$ cat src/rtl/tlb_mmu.sv
// Dual-port MMU: kseg0/kseg1 pass through, other segments use a
// fully-associative TLB with even/odd page pairs and ASID/global match.
module tlb_mmu #(
    parameter int TLB_ENTRIES  = 8,
    parameter int ASID_W       = 8,
    parameter int KSEG0_CACHED = 1,
    localparam int IDX_W       = $clog2(TLB_ENTRIES)
) (
    input  logic              clk,
    input  logic              rst,
    input  logic [ASID_W-1:0] cur_asid,
    input  logic              inst_req,
    input  logic [31:0]       inst_vaddr,
    output logic              inst_valid,
    output logic [31:0]       inst_paddr,
    output logic              inst_cached,
    output logic              inst_miss,
    output logic              inst_inv,
    input  logic              data_req,
    input  logic [31:0]       data_vaddr,
    input  logic              data_wr,
    output logic              data_valid,
    output logic [31:0]       data_paddr,
    output logic              data_cached,
    output logic              data_miss,
    output logic              data_inv,
    output logic              data_mod,
    input  logic              tlb_we,
    input  logic [IDX_W-1:0]  tlb_windex,
    input  logic [18:0]       tlb_wvpn2,
    input  logic [ASID_W-1:0] tlb_wasid,
    input  logic              tlb_wg,
    input  logic [24:0]       tlb_wlo0,
    input  logic [24:0]       tlb_wlo1,
    input  logic              tlb_preq,
    output logic              tlb_phit,
    output logic [IDX_W-1:0]  tlb_pindex
);

    typedef struct packed {
        logic [18:0]       vpn2;
        logic [ASID_W-1:0] asid;
        logic              g;
        logic [24:0]       lo0;
        logic [24:0]       lo1;
    } tlb_entry_t;

    typedef struct packed {
        logic [31:0] paddr;
        logic        cached;
        logic        miss;
        logic        inv;
        logic        mod;
    } xlate_t;

    tlb_entry_t tlb [TLB_ENTRIES];

    xlate_t       inst_res;
    xlate_t       data_res;
    logic         probe_hit;
    logic [IDX_W-1:0] probe_idx;

    // Translate one address; scanning downward makes the lowest index win.
    function automatic xlate_t xlate(input logic [31:0] va,
                                     input logic [ASID_W-1:0] asid,
                                     input logic st);
        xlate_t r;
        logic hit;
        logic [24:0] lo;
        r = '0;
        hit = 1'b0;
        lo = '0;
        if (va[31:30] == 2'b10) begin
            r.paddr = {3'b000, va[28:0]};
            r.cached = ~va[29] & (KSEG0_CACHED != 0);
        end else begin
            for (int i = TLB_ENTRIES - 1; i >= 0; i--) begin
                if (tlb[i].vpn2 == va[31:13] &&
                    (tlb[i].g || tlb[i].asid == asid)) begin
                    hit = 1'b1;
                    lo = va[12] ? tlb[i].lo1 : tlb[i].lo0;
                end
            end
            if (!hit) begin
                r.miss = 1'b1;
            end else if (!lo[0]) begin
                r.inv = 1'b1;
            end else if (st && !lo[1]) begin
                r.mod = 1'b1;
            end else begin
                r.paddr = {lo[24:5], va[11:0]};
                r.cached = (lo[4:2] == 3'b011);
            end
        end
        return r;
    endfunction

    // Combinational lookups for both ports against current contents.
    always_comb begin
        inst_res = xlate(inst_vaddr, cur_asid, 1'b0);
        data_res = xlate(data_vaddr, cur_asid, data_wr);
    end

    // Probe match using the EntryHi key; lowest matching index wins.
    always_comb begin
        probe_hit = 1'b0;
        probe_idx = '0;
        for (int i = TLB_ENTRIES - 1; i >= 0; i--) begin
            if (tlb[i].vpn2 == tlb_wvpn2 &&
                (tlb[i].g || tlb[i].asid == tlb_wasid)) begin
                probe_hit = 1'b1;
                probe_idx = IDX_W'(i);
            end
        end
    end

    // TLB array: cleared on reset, one entry written per cycle.
    always_ff @(posedge clk) begin
        if (rst) begin
            for (int i = 0; i < TLB_ENTRIES; i++) begin
                tlb[i] <= '0;
            end
        end else if (tlb_we) begin
            tlb[tlb_windex] <= '{vpn2: tlb_wvpn2, asid: tlb_wasid,
                                 g: tlb_wg, lo0: tlb_wlo0, lo1: tlb_wlo1};
        end
    end

    // Inst result register; outputs hold while no request.
    always_ff @(posedge clk) begin
        if (rst) begin
            inst_valid  <= 1'b0;
            inst_paddr  <= '0;
            inst_cached <= 1'b0;
            inst_miss   <= 1'b0;
            inst_inv    <= 1'b0;
        end else begin
            inst_valid <= inst_req;
            if (inst_req) begin
                inst_paddr  <= inst_res.paddr;
                inst_cached <= inst_res.cached;
                inst_miss   <= inst_res.miss;
                inst_inv    <= inst_res.inv;
            end
        end
    end

    // Data result register; outputs hold while no request.
    always_ff @(posedge clk) begin
        if (rst) begin
            data_valid  <= 1'b0;
            data_paddr  <= '0;
            data_cached <= 1'b0;
            data_miss   <= 1'b0;
            data_inv    <= 1'b0;
            data_mod    <= 1'b0;
        end else begin
            data_valid <= data_req;
            if (data_req) begin
                data_paddr  <= data_res.paddr;
                data_cached <= data_res.cached;
                data_miss   <= data_res.miss;
                data_inv    <= data_res.inv;
                data_mod    <= data_res.mod;
            end
        end
    end

    // Probe result register; held while no probe request.
    always_ff @(posedge clk) begin
        if (rst) begin
            tlb_phit   <= 1'b0;
            tlb_pindex <= '0;
        end else if (tlb_preq) begin
            tlb_phit   <= probe_hit;
            tlb_pindex <= probe_idx;
        end
    end

endmodule

$ cat config.mk
export PLATFORM = sky130hd
export DESIGN_NAME = tlb_mmu
export DESIGN_NICKNAME = d
export VERILOG_FILES = /design/src/rtl/tlb_mmu.sv
export SDC_FILE = /design/constraint.sdc
export NUM_CORES = 2
export LEC_CHECK = 0
export ABC_AREA = 1
export BUFFER_PORTS_ARGS = -buffer_cell sky130_fd_sc_hd__buf_2
export CORE_MARGIN = 4
export CORE_UTILIZATION = 62
export DETAILED_ROUTE_END_ITERATION = 6
export HOLD_SLACK_MARGIN = 0.08
export PLACE_DENSITY = 0.8
export SKIP_LAST_GASP = 1
export SYNTH_ARGS = -nofsm -noshare
export SYNTH_HDL_FRONTEND = slang
export SYNTH_SLANG_ARGS = --single-unit
$ cat constraint.sdc
create_clock -name clk -period 5.2 [get_ports clk]
set_input_delay 1.04 -clock clk [delete_from_list [all_inputs] [get_ports clk]]
set_output_delay 1.04 -clock clk [all_outputs]
set_load 0.005 [all_outputs]
==> out/metrics.yaml <==
outcome:
  outcome: "finished, violations left"
  violations: "design-rule violations"
cts:
  numCtsBuffers: 77
  cts.clk_slew.worst_paths_ps: 60
  cts_tree: "done"
  ctsResizeCount: 0
  clockBufferDepth: 3
  cts_setup_buffers: 0
  cts_sinks: 701
  ctsHoldBuffers: 0
  h-tree-depth: 3
  cts-root-buf: "clkbuf_16"
  clkLatencyLatePin_ps: 650
finish:
  instances_no_fill: 6307
  layout-drive-gt1-share_pct: 10.5
  syn_to_final_growth_pct: 9.72
  regArea_um2: 20300
  fin_nets: 5537
  fillCellCount: 5419
  multi_input_area_um2: 17700
  final_common_cell: "nand2_1"
  stdcell_area_um2: 45800
  final_cell_mix: "1256 x nand2_1, 928 x nor2_1, 624 x edfxtp_1"
worst_setup_path:
  cp_data_required_time_ps: 5770
  crit_type: "in2reg"
  arrival_ps: 4600
  worstSetupEndpointType: "flop"
  start_kind: "primary input"
  cp_cell_sequence: "buf_2, inv_1, nand2_1, nand2_1, nor2_1, nand2_1, nor2_1, nand3_1, nor2_4, buf_4, nand3_1, nand3_1, nand3_1, nand2_1, nand2_1, nand2_1, nand2_1, a21oi_1, nand2_2, a21oi_2"
  critical_path.most_common_cell: "nand2_1"
  crit_path_max_fanout: 15
  crit_path_max_incr_delay_ps: 600
  slowest_stage: "nor2_4"
route:
  ant_nets: 0
  vias_per_cell: 6.23
  wirelength_um: 163000
  route.detailed.drc: 2
  drt-initial-drc-count: 6769
  drt-pass1-iter-count: 7
  drt-met1-wl_um: 56000
  avgRoutedWirePerCell_um: 25.9
  via_count: 39300
  met3_length_um: 21900
  highest_layer: "met5"
  wl_met2_um: 71100
global_route:
  grt_max_degree: 144
  grtUsageTotal_pct: 44.8
  grt_pass1_wl_um: 235000
  antenna_found_initial: 4
  overflow: 0
  grt_pass1_vias: 36200
logic_synthesis:
  ys_warn_count: 0
  ys_types: 58
  synth_cells: 5299
  ys_seq_elements: 701
  syn_area_per_cell_um2: 7.87
  yosys.area.top_type: "edfxtp_1"
  netlist_area_um2: 41700
  syn-num-nets: 5459
  seq_area_frac_synth_pct: 48.6
  netlist_top_cells_area: "edfxtp_1 45%, nand2_1 11%, nor2_1 8.4%, inv_1 5.0%, o21ai_0 4.3%"
  synth_top_area_share_pct: 44.9
place:
  dp_hpwl_um: 110000
  place_area_um2: 43300
  io_buffers: 236
  place.gp.congestion: 1.10
  place_inst: 6162
timing:
  max_freq_mhz: 248
  hold_violations: 0
  setup_tns_ps: 0
  period_needed_ps: 4030
  setup-violations-final: 0
  hold_ws_ps: 452
  max-slew-margin-rel_pct: 18.1
  worstMarginPinSlew_ps: 1230
  drv_slew: 0
  finalCritPeriodShare_pct: 77.6
  fin_worst_skew_ps: 27.0
  rsz0062_at_grt: "no"
floorplanning:
  dieHeight_um: 267
  rows: 94
  die_w_um: 267
  initial_core_util_pct: 63.0
  io_pins: 237
  core_um2: 66200
  die-area_um2: 71500
hold_path:
  hold_path.class: "reg2reg"
power_and_ir_drop:
  p_leak_nw: 20.0
  power_density_nw_per_um2: 305
  ir_worst_vdd_mv: 0.306
  power_mw: 14.0
run:
  drv_cap: 0
-- stage by stage --
step	setup WS, ps	utilization [%]
after global placement	763	65.4
final	1170	69.1
after global routing	1010	69.1
after floorplan	818	-
after CTS	1370	69.1
after detailed placement	748	65.4
-- report_power, final --
group,internal [mW],switching (mW),leakage [nW]
clock,3.09,2.38,1.22
combinational,0.505,1.24,12.1
sequential,6.48,0.273,6.61
total,10.1,3.89,20.0
-- synth_stat cells (all sizes together) --
cell	count
o41ai	4
a21o	1
a21oi	244
a211oi	2
o21bai	1
o22ai	42
mux2i	2
nand2	1297
clkinv	10
clkbuf	182
and3	1
o21ai	363
o2111ai	4
nor2	937
a221oi	2
a22o	2
edfxtp	624
buf	139
or2	11
nand3	222
xor2	166
or4	1
o31ai	3
a31o	1
a22oi	1
nor4	34
dfxtp	77
nand4	45
o221ai	5
xnor2	175
nor3	57
a21boi	1
nand3b	5
a31oi	2
inv	590
nor4b	2
o211ai	44
-- flip-flops by register name (all words and copies together) (netlist names) --
signal,count
data_miss,1
data_mod,1
data_cached,1
tlb_phit,1
data_paddr,32
inst_miss,1
tlb_pindex,3
data_inv,1
tlb,624
inst_inv,1
data_valid,1
inst_valid,1
inst_paddr,32
inst_cached,1
-- metal layers --
| layer | global-route usage (%) | vias up |
|---|---|---|
| met5 | 0 | - |
| met4 | 30.9 | 2 |
| met3 | 10.8 | 735 |
| met2 | 68.0 | 3178 |
| met1 | 57.0 | 18200 |
| li1 | - | 17200 |
-- area by class of cell --
class                      instances  share of cell area, %
antenna                            6                 0.0328
clock buffer                     102                   4.64
clock inverter                    37                  0.757
inverter                         600                   4.96
multi-input combinational       3677                   38.7
sequential                       701                   44.3
tap                              864                   2.36
timing repair buffer             320                   4.22
-- logic make-up after synthesis --
logic type | synth area share [%]
AO/OA/AOI/OAI | 9.51
XOR/XNOR | 7.16
buffers and inverters | 9.19
flip-flops | 48.6
multiplexers | 0.0480
AND/OR/NAND/NOR | 25.5
-- worst max-delay path, delay by kind of cell --
kind / cells / cell delay, ps
AOI/OAI and AO/OA: 2 / 520
buffers and inverters: 3 / 900
and+or+nand+nor: 15 / 2130
-- worst paths after layout --
path,startpoint,endpoint,slack (ps),cells past startpoint
hold reg to reg,data_paddr[8]$_SDFFE_PP0P_,data_paddr[8]$_SDFFE_PP0P_,450,2
setup / recovery,data_vaddr[18],data_paddr[16]$_SDFFE_PP0P_,1170,20
setup reg to reg,tlb[0][68]$_SDFFCE_PN0P_,inst_paddr[18]$_SDFFE_PP0P_,1370,12
hold / removal,data_paddr[8]$_SDFFE_PP0P_,data_paddr[8]$_SDFFE_PP0P_,450,2
Power figures use the tool's default switching activity.
